==> src/rtl/bcd_stopwatch_2digit.sv <==
// bcd_stopwatch_2digit: two-digit BCD stopwatch with debounced start/stop, clear and lap buttons.
// Rev 1.0 - initial release.
`default_nettype none

module bcd_stopwatch_2digit #(
  parameter int TICK_DIV        = 50_000_000,
  parameter int DEBOUNCE_CYCLES = 500_000
) (
  input  logic       clock,
  input  logic       reset_n,
  input  logic       btn_start_stop,
  input  logic       btn_clear,
  input  logic       btn_lap,
  output logic [3:0] lsd,
  output logic [3:0] msd,
  output logic       running,
  output logic       lap_hold,
  output logic       overflow
);

  localparam int DB_W = (DEBOUNCE_CYCLES > 1) ? $clog2(DEBOUNCE_CYCLES) : 1;
  localparam int PS_W = $clog2(TICK_DIV);
  localparam logic [DB_W-1:0] DB_LAST = DB_W'(DEBOUNCE_CYCLES - 1);
  localparam logic [PS_W-1:0] PS_LAST = PS_W'(TICK_DIV - 1);

  typedef enum logic [1:0] {
    S_IDLE  = 2'd0,
    S_RUN   = 2'd1,
    S_PAUSE = 2'd2
  } state_t;

  logic [2:0] btn_raw;
  logic [2:0] press;

  assign btn_raw = {btn_lap, btn_clear, btn_start_stop};

  for (genvar b = 0; b < 3; b++) begin : g_btn
    logic            sync1_q;
    logic            sync2_q;
    logic            level_q;
    logic            level_prev_q;
    logic            press_q;
    logic [DB_W-1:0] stab_q;

    always_ff @(posedge clock or negedge reset_n) begin
      if (!reset_n) begin
        sync1_q      <= 1'b0;
        sync2_q      <= 1'b0;
        level_q      <= 1'b0;
        level_prev_q <= 1'b0;
        press_q      <= 1'b0;
        stab_q       <= '0;
      end else begin
        sync1_q <= btn_raw[b];
        sync2_q <= sync1_q;
        if (sync2_q == level_q) begin
          stab_q <= '0;
        end else if (stab_q == DB_LAST) begin
          level_q <= sync2_q;
          stab_q  <= '0;
        end else begin
          stab_q <= stab_q + DB_W'(1);
        end
        // Press pulse is registered one stage after the accepted-level edge.
        level_prev_q <= level_q;
        press_q      <= level_q & ~level_prev_q;
      end
    end

    assign press[b] = press_q;
  end

  logic press_start;
  logic press_clear;
  logic press_lap;

  assign press_start = press[0];
  assign press_clear = press[1];
  assign press_lap   = press[2];

  state_t          state_q, state_d;
  logic [PS_W-1:0] presc_q, presc_d;
  logic [3:0]      cnt_lo_q, cnt_lo_d;
  logic [3:0]      cnt_hi_q, cnt_hi_d;
  logic [3:0]      disp_lo_q, disp_lo_d;
  logic [3:0]      disp_hi_q, disp_hi_d;
  logic            ovf_q, ovf_d;
  logic            lap_q, lap_d;
  logic            run_q, run_d;
  logic            tick;

  assign tick = (state_q == S_RUN) && (presc_q == PS_LAST);

  always_comb begin
    state_d   = state_q;
    presc_d   = presc_q;
    cnt_lo_d  = cnt_lo_q;
    cnt_hi_d  = cnt_hi_q;
    ovf_d     = ovf_q;
    lap_d     = lap_q;
    disp_lo_d = disp_lo_q;
    disp_hi_d = disp_hi_q;

    case (state_q)
      S_IDLE: begin
        presc_d = '0;
        if (press_start) state_d = S_RUN;
      end
      S_RUN: begin
        presc_d = tick ? '0 : presc_q + PS_W'(1);
        if (press_start) state_d = S_PAUSE;
      end
      S_PAUSE: begin
        if (press_start) state_d = S_RUN;
      end
      default: begin
        state_d = S_IDLE;
        presc_d = '0;
      end
    endcase

    if (tick) begin
      if (cnt_lo_q == 4'd9) begin
        cnt_lo_d = 4'd0;
        if (cnt_hi_q == 4'd9) begin
          cnt_hi_d = 4'd0;
          ovf_d    = 1'b1;
        end else begin
          cnt_hi_d = cnt_hi_q + 4'd1;
        end
      end else begin
        cnt_lo_d = cnt_lo_q + 4'd1;
      end
    end

    if (press_lap) begin
      if (lap_q)                  lap_d = 1'b0;
      else if (state_q == S_RUN)  lap_d = 1'b1;
    end

    // Clear overrides every other action taken in the same cycle.
    if (press_clear) begin
      state_d  = S_IDLE;
      presc_d  = '0;
      cnt_lo_d = 4'd0;
      cnt_hi_d = 4'd0;
      ovf_d    = 1'b0;
      lap_d    = 1'b0;
    end

    if (!lap_q) begin
      disp_lo_d = cnt_lo_q;
      disp_hi_d = cnt_hi_q;
    end

    run_d = (state_d == S_RUN);
  end

  always_ff @(posedge clock or negedge reset_n) begin
    if (!reset_n) begin
      state_q   <= S_IDLE;
      presc_q   <= '0;
      cnt_lo_q  <= 4'd0;
      cnt_hi_q  <= 4'd0;
      disp_lo_q <= 4'd0;
      disp_hi_q <= 4'd0;
      ovf_q     <= 1'b0;
      lap_q     <= 1'b0;
      run_q     <= 1'b0;
    end else begin
      state_q   <= state_d;
      presc_q   <= presc_d;
      cnt_lo_q  <= cnt_lo_d;
      cnt_hi_q  <= cnt_hi_d;
      disp_lo_q <= disp_lo_d;
      disp_hi_q <= disp_hi_d;
      ovf_q     <= ovf_d;
      lap_q     <= lap_d;
      run_q     <= run_d;
    end
  end

  assign lsd      = disp_lo_q;
  assign msd      = disp_hi_q;
  assign running  = run_q;
  assign lap_hold = lap_q;
  assign overflow = ovf_q;

endmodule

`default_nettype wire

==> config.mk <==
export PLATFORM = sky130hd
export DESIGN_NAME = bcd_stopwatch_2digit
export DESIGN_NICKNAME = d
export VERILOG_FILES = /design/src/rtl/bcd_stopwatch_2digit.sv
export SDC_FILE = /design/constraint.sdc
export NUM_CORES = 1
export LEC_CHECK = 0
export CAP_MARGIN = 15
export CORE_MARGIN = 2
export CORE_UTILIZATION = 53
export DETAILED_ROUTE_END_ITERATION = 10
export GPL_TIMING_DRIVEN = 0
export PLACE_DENSITY = 0.7
export SYNTH_ARGS = -nofsm -noshare
export SYNTH_HDL_FRONTEND = slang
export SYNTH_SLANG_ARGS = --single-unit
==> constraint.sdc <==
create_clock -name clock -period 2.6 [get_ports clock]
set_clock_uncertainty 0.05 [all_clocks]
set_input_delay 0.26 -clock clock [delete_from_list [all_inputs] [get_ports clock]]
set_output_delay 0.26 -clock clock [all_outputs]
set_load 0.02 [all_outputs]
# [Word-level counts from Yosys, hierarchy flattened]
# Index checks and enable logic that the tools add are counted.
[classes] bitwise=9 mux=28 n_addsub=6 reduce_logical=12 n_eq_ne=13
[op_table] op="$mux W19" count=6
[op_table] op="$add A19 B1 Y19 const B" count=3
[op_table] op="$eq A19 B19 Y1 const B" count=3
[op_table] op="$mux W26" count=2
[op_table] op="$pmux W26 S2" count=1
[op_table] op="$mux W4" count=7
[op_table] op="$add A26 B1 Y26 const B" count=1
[op_table] op="$eq A26 B26 Y1 const B" count=1
[op_table] op="$add A4 B1 Y4 const B" count=2
[op_table] op="$eq A4 B4 Y1 const B" count=2
[op_table] op="$mux W1" count=8
[op_table] op="$reduce_and A2 Y1" count=4
[op_table] op="$reduce_bool A2 Y1" count=4
[op_table] op="$mux W2" count=3
[op_table] op="$not A1 Y1" count=6
[op_table] op="$eq A2 B1 Y1 const B" count=2
[op_table] op="$pmux W2 S2" count=1
[op_table] op="$and A1 B1 Y1" count=3
[op_table] op="$eq A1 B1 Y1" count=3
[op_table] op="$reduce_and A3 Y1" count=1
[op_table] op="$eq A2 B2 Y1 const B" count=1
[op_table] op="$logic_not A2 Y1" count=1
[op_table] op="$ne A2 B2 Y1 const B" count=1
[op_table] op="$reduce_or A2 Y1" count=1
[op_table] op="$logic_and A1 B1 Y1" count=1
[word_totals] ff_bits=119

# [Depth between registers and ports, before layout]
# Gate-level depths: netlist of run 1.
[logic_depth] word_depth=5 mapped_depth=7 ltp_nobuf=7

# [Worst setup path after synthesis of run 1]
# Ideal clock, no wire load.
[synth_path] kind="reg-to-reg" from="register presc_q[11]" to="register cnt_hi_q[2]" n_path_buf=1 required_ns=2.425 t_arrival_ns=2.110 setup_time_ns=0.125 stages_incl_launch_ff=7 setup_slack_ns=0.315 cell_sequence="dfrtp_1 or4b_1 or4_4 nor3_4 buf_6 nand3_2 mux2_4"
[synth_between] elab_chain_cells=4
[synth_lines] element="start: declaration" line="82" rtl="logic [PS_W-1:0] presc_q, presc_d;"
[synth_lines] element="start signal: assignment" line="172" rtl="presc_q <= presc_d;"
[synth_lines] element="$eq A26 B26 Y1" line="92" rtl="assign tick = (state_q == S_RUN) && (presc_q == PS_LAST);"
[synth_lines] element="$logic_and A1 B1 Y1" line="92"
[synth_lines] element="$reduce_bool A2 Y1 (no line)"
[synth_lines] element="$reduce_and A2 Y1 (no line)"
[synth_lines] element="end signal: assignment" line="174" rtl="cnt_hi_q <= cnt_hi_d;"
[synth_lines] element="end: declaration" line="84" rtl="logic [3:0] cnt_hi_q, cnt_hi_d;"
# Every way passes these cells.
# A chain may end at the register's enable or synchronous reset.

# [Worst setup path in the final report of run 1]
[layout_path] from="register presc_q[10]" to="register cnt_lo_q[0]"
[layout_between] elab_chain_cells=3
[layout_lines] element="$eq A26 B26 Y1" line="92"
[layout_lines] element="$logic_and A1 B1 Y1" line="92"
[layout_lines] element="$reduce_bool A2 Y1 (no line)"
[layout_lines] element="end signal: assignment" line="173" rtl="cnt_lo_q <= cnt_lo_d;"
[layout_lines] element="end: declaration" line="83" rtl="logic [3:0] cnt_lo_q, cnt_lo_d;"
# Every way passes these cells.

==> summary.txt, run 1 <==
Run status
  • Outcome: finished clean

Setup path
  • Worst Setup End Kind: flop
  • Critical path arrival: 2.79 ns
  • CP max FO: 10
  • Critical path startpoint category: flop
  • Crit path kind: reg -> reg
  • CP required: around 2.9 ns

CTS
  • H-Tree Depth: 4
  • Setup Buffers After CTS: 0
  • TritonCTS buffer count: 17
  • CTS Sinks: 119
  • Root buffer cell: clkbuf_8
  • Clock Latency Late Sink: 0.51 ns
  • CTS tree: done
  • Maximum buffer depth of the clock tree: 2
  • Worst-path clk slew: 0.06 ns

Timing
  • Final Hold Fails: 0
  • Final setup violation count: 0
  • Slew HR: 36.0%
  • FMAX: 0.408 GHz
  • Slew @ Worst Pin: around 0.95 ns
  • Final Cycle Share: 94.2%
  • RSZ-0062 raised after global routing: false
  • Setup TNS: 0 ns
  • Final Slew Violations: 0
  • Final WS setup: 0.151 ns
  • Post-route minimum period: 2.45 ns

Flow run
  • Max Cap Viol: 0

Detailed routing
  • Routed WL: 10.5 mm
  • Drt drc: 0
  • Vias per inst: 5.44
  • Vias: 4052
  • Post-DR wirelength/cell: 14.0 µm
  • Antenna Nets Post-Route: 0
  • Initial DRC Count: 219
  • First drt pass iteration count: 4

Die
  • Die area: about 11000 µm²
  • Starting Density: 54.5%
  • Horiz. Die Dim: between 100 and 150 µm
  • Rows: 37
  • Num ports: 16
  • Core Region: 10300 µm²
  • Die Y: 107 µm

Logic synthesis
  • Largest family of logic cells by synthesized area: simple AND/OR/NAND/NOR gates
  • Synth warn: 0
  • Post-Syn Instances: 560
  • Post-synth EDFFs: 0
  • Cell with the most instances after synthesis: dfrtp_1
  • Syn avg cell area: 10.0 µm²
  • Mapped Area: 5620 µm²
  • Ys async rst share: 100%
  • Simple logic cell fraction of the synthesized area: 25.5%
  • Post-synth net total: 574
  • Yosys cell types: 44
  • Share of the synthesized area in the top cell type: between 50% and 60%
  • Flip-flop and latch count after synthesis: 119
  • Synth area leader: dfrtp_1
  • Primary FF master, synth: dfrtp_1
  • XOR/XNOR Fraction of Synth Area: 11.2%
  • Post-synthesis sequential area ratio: 52.9%
  • Synth top area cells: dfrtp_1 53%, xor2_1 7.6%, nor2_1 7.4%
  • Synth cell count leaders: 119 x dfrtp_1, 111 x nor2_1, 50 x nand2_1
  • Compound-cell area share of the yosys netlist: ~3.5%
  • Post-synthesis mux area share: 2.91%
  • Adder-cell share of the synthesized area: 2.00%

Cells and area
  • Final cell count without fillers: 745
  • Multi-input gate area: approximately 2500 µm²
  • # fillers: 826
  • Fraction of layout cells with a size suffix above 1: 11.0%
  • Layout Nets: roughly 600
  • Antenna Cells: 0
  • Area Growth Syn to Fin: 17.4%
  • Register area: 2980 µm²

Pwr
  • Pwr Density: 660 nW/µm²
  • Peak VDD IR: 0.000556 V
  • Pwr Total: 4.36 mW
  • LEAKAGE: 2.84 nW

Placed design
  • Placed cell count: between 700 and 800
  • Worst slack at placement: 0.130 ns
  • HPWL after DPL: 7.01 mm
  • Port Buf Inserts: 15
  • Final GP Congestion: 0.820

Global routing
  • GR Overflow Total: 0
  • Largest net degree at the start of global routing: 95
  • Initial antenna violation count: 0
  • Global-route wire length before repair: 18.6 mm
  • Vias in the first global route: 3990
  • Total Routing Usage GR: 20.5%

Min path
  • HP Class: in -> async
## routing by layer
| metal | vias up | GRT usage [%] | part of all wire [%] |
|---|---|---|---|
| li1 | 1983 | - | - |
| met1 | 2010 | 27.4 | 48 |
| met2 | 52 | 32.2 | 49 |
| met3 | 7 | 5.90 | 2.8 |
| met4 | 0 | 7.24 | 0.89 |
| met5 | - | 0 | 0 |
## state kept, by name (all words and copies together), names as in the netlist
name,cells
cnt_hi_q,4
cnt_lo_q,4
g_btn.level_prev_q,3
g_btn.level_q,3
g_btn.press_q,3
g_btn.stab_q,57
g_btn.sync1_q,3
g_btn.sync2_q,3
lap_hold,1
lsd,4
msd,4
overflow,1
presc_q,26
running,1
state_q,2
## power breakdown
group          switching, mW  total, mW  internal (mW)
logic                 0.0632     0.0906         0.0274
registers             0.0143       1.88           1.87
clock network          0.859       2.38           1.53
## layout by cell type (no fill, tap or decap), types with 4 or more instances in the layout
cell,count
or2_2,7
nand4_1,29
and4_1,6
xor2_1,49
ha_1,9
inv_1,11
inv_6,4
o21ai_0,7
clkbuf_16,16
o22a_1,4
a21oi_1,7
xnor2_1,23
mux2_2,11
and3_1,7
nor3b_1,5
clkbuf_1,8
nor4_1,10
clkdlybuf4s50_1,14
nor3_1,15
nor2b_1,5
dfrtp_1,119
nand2_1,50
nor2_1,111
nand3_1,28
## stage by stage
stage / area, µm² / utilization [%] / hold slack [ns]
global placement: 5940 / 57.6 / 0.287
finish: 6600 / 64.0 / 0.138
global route: 6600 / 64.0 / 0.104
floorplan: 5620 / - / -0.0856
detailed placement: 5970 / 57.9 / 0.0934
CTS: 6590 / 63.9 / 0.117
## what timing repair did
action | in CTS | in global routing
endpoints found under the setup margin | 0 | 13
gates resized for setup | 0 | 5
hold buffers | 1 | 0
hold endpoints to repair | 119 | 0
## cell families (layout without fill, tap and decap cells)
kind of cell	after synthesis	in the layout
AND/OR/NAND/NOR	291	291
flip-flops	119	119
XOR/XNOR	72	72
AO/OA/AOI/OAI	30	30
buffers and inverters	25	74
multiplexers	14	14
adder cells (fa/ha/maj)	9	9
## cell type report
class	instances	share of cell area, %
plain buffers	14	1.02
clock buffers	20	6.75
clock inverters	12	2.48
inverters	11	0.625
multi-input cells	416	38.6
flip-flops and latches	119	45.1
well taps	136	2.58
repair buffers	17	2.86
## critical path: stages, from the launching register on
cell and delay, ns:
dfrtp_1 0.42, or4b_1 0.53, or4_4 0.56, nor3_4 0.21
buf_6 0.17, nor2_1 0.08, mux2_4 0.32
## final timing paths
kind                       slack (ns)        startpoint                  end  cells past startpoint
setup / recovery                 0.15       presc_q[10]          cnt_lo_q[0]                      6
hold / removal                   0.14           reset_n  g_btn[2].stab_q[11]                      2
setup reg to reg                 0.15       presc_q[10]          cnt_lo_q[0]                      6
hold reg to reg                  0.30  g_btn[0].sync1_q     g_btn[0].sync2_q                      0
max in group asynchronous        1.64           reset_n           state_q[1]                      3
min in group clock               0.14           btn_lap     g_btn[2].sync1_q                      1
Power figures use the tool's default switching activity.
==> run 2, diff against run 1 <==
Settings changed: CAP_MARGIN 15 to default, RECOVER_POWER from default to 25.
==> run 2 against run 1 <==
Compared with the run above:
- clock power barely moved
- first-iteration DRC count rose by 1.4%
- via count barely moved
- global-route usage did not move
- utilization fell by 0.23 points
- combinational power fell by 6.4%
- sequential power barely moved
- register-to-register slack barely moved
- wire length fell by 0.27%
- hold slack improved by 0.12 ns
- critical path type unchanged
- critical endpoint unchanged
- largest power group unchanged
- highest routed layer unchanged
==> summary.txt, run 2 (synthesis results as in run 1) <==
Detailed routing
  • Drt drc: 0
  • Met2 wire length: 5.09 mm
  • Routed met3 length: 296 µm
  • Antenna Nets Post-Route: 0
  • WL met1: 4.96 mm
  • Vias per inst: 5.44
  • Top Metal Used: met4
  • Routed WL: 10.4 mm
  • Initial DRC Count: approximately 220
  • Vias: just over 4000
  • First drt pass iteration count: 4
  • Post-DR wirelength/cell: between 10 and 15 µm

Cells and area
  • Area Growth Syn to Fin: 17.0%
  • # fillers: 829
  • Register area: between 2000 and 3000 µm²
  • Largest register FFs: 57
  • Commonest non-fill, non-tap cell in the layout: dfrtp_1
  • Layout Nets: 610
  • Largest registers: g_btn.stab_q (57), presc_q (26)
  • Fraction of layout cells with a size suffix above 1: a little over a tenth
  • Top reg by flops: g_btn.stab_q
  • Most frequent cells in the layout: 119 x dfrtp_1, 111 x nor2_1, 50 x nand2_1
  • Final cell count without fillers: between 700 and 800
  • Antenna Cells: 0
  • Multi-input gate area: 2550 µm²

Placed design
  • Placed cell count: 712
  • Worst slack at placement: around 0.13 ns
  • Final GP Congestion: just over 0.8
  • HPWL after DPL: 7.01 mm
  • Port Buf Inserts: 15

Global routing
  • Vias in the first global route: ~4000
  • Total Routing Usage GR: 20.5%
  • Initial antenna violation count: 0
  • GR Overflow Total: 0
  • Global-route wire length before repair: 18.6 mm
  • Largest net degree at the start of global routing: 95

CTS
  • Setup Buffers After CTS: 0
  • Clock Latency Late Sink: 0.51 ns
  • H-Tree Depth: 4
  • Maximum buffer depth of the clock tree: 2
  • Worst-path clk slew: 0.06 ns
  • CTS Sinks: 119
  • Root buffer cell: clkbuf_8
  • TritonCTS buffer count: 17
  • CTS tree: done

Timing
  • Final setup violation count: 0
  • Final Slew Violations: 0
  • RSZ-0062 raised after global routing: false
  • Final WS setup: 0.150 ns
  • Slew HR: 1.73%
  • Slew @ Worst Pin: 1.47 ns
  • Final Hold Fails: 0
  • Post-route minimum period: between 2 and 2.5 ns
  • Final Cycle Share: 94.2%
  • FMAX: 0.408 GHz

Setup path
  • CP max FO: 10
  • Crit path kind: reg -> reg
  • Worst Setup End Kind: flop
  • Critical path startpoint category: flop
  • CP required: 2.94 ns
  • R2r setup slk: ~0.15 ns
  • Critical path arrival: around 2.8 ns

Pwr
  • Sw Pwr: about 0.93 mW
  • Pwr Density: between 600 and 700 nW/µm²
  • Clock share of power: 54.8%
  • LEAKAGE: 2.83 nW
  • Sequential share of power: 43.3%
  • P_int: 3.42 mW
  • Switching Share: 21.5%
  • Logic pwr share: around 1.9%
  • Peak VDD IR: 0.000555 V

Die
  • Num ports: 16
  • Die Y: 107 µm
  • Starting Density: 54.5%
  • Core Region: between 10000 and 15000 µm²
  • Rows: 37
  • Die area: 11500 µm²
  • Horiz. Die Dim: around 110 µm

Flow run
  • Max Cap Viol: 0

Min path
  • HP Class: in -> reg

Run status
  • Outcome: finished clean
[run 2: worst max-delay path, cell delays in order (launching register included)]
cell and delay, ns:
dfrtp_1 0.42, or4b_1 0.53, or4_4 0.56, nor3_4 0.21, buf_6 0.17, nor2_1 0.08, mux2_4 0.32
[run 2: path summary, 6_finish.rpt]
check,from,end,cells after the start
max reg2reg,presc_q[10],cnt_lo_q[0],6
max,presc_q[10],cnt_lo_q[0],6
min in group asynchronous,reset_n,g_btn[2].stab_q[11],2
max in group asynchronous,reset_n,lsd[3],3
min,btn_lap,g_btn[2].sync1_q,1
min reg2reg,g_btn[0].sync1_q,g_btn[0].sync2_q,0
[run 2: routing by layer]
metal	track usage, %	up-vias
li1	-	1983
met2	32.2	53
met1	27.4	2013
met3	5.90	7
met4	7.24	0
met5	0	-
[run 2: cell type report]
cell class,instances,share of cell area [%]
buffer,14,1.03
clock buffer,20,6.77
clock inverter,12,2.49
inverter,11,0.628
multi-input combinational,416,38.7
sequential,119,45.3
tap,136,2.59
timing repair buffer,17,2.51
[run 2: metrics by stage]
stage | TNS [ns] | instance area (µm²) | total power, mW | hold WS [ns] | utilization, %
final | 0 | 6580 | 4.35 | 0.253 | 63.7
after global routing | 0 | 6580 | 4.51 | 0.219 | 63.7
after CTS | 0 | 6590 | 4.41 | 0.117 | 63.9
after detailed placement | 0 | 5970 | 2.01 | 0.0934 | 57.9
after global placement | -386.41 | 5940 | 2.00 | 0.287 | 57.6
after floorplan | 0 | 5620 | 1.95 | -0.0856 | -
[run 2: power by group through the flow]
stage,Clock [mW],Combinational (mW),Sequential [mW]
floorplan,0,0.0345,1.91
global placement,0,0.0835,1.92
detailed placement,0,0.0925,1.92
CTS,2.43,0.0942,1.88
global route,2.53,0.100,1.88
finish,2.38,0.0848,1.88
[run 2: repair_timing]
action                     CTS  global route
hold buffers                 1             0
setup endpoints to repair    0            13
hold endpoints to repair   119             0
gates resized for setup      0             5
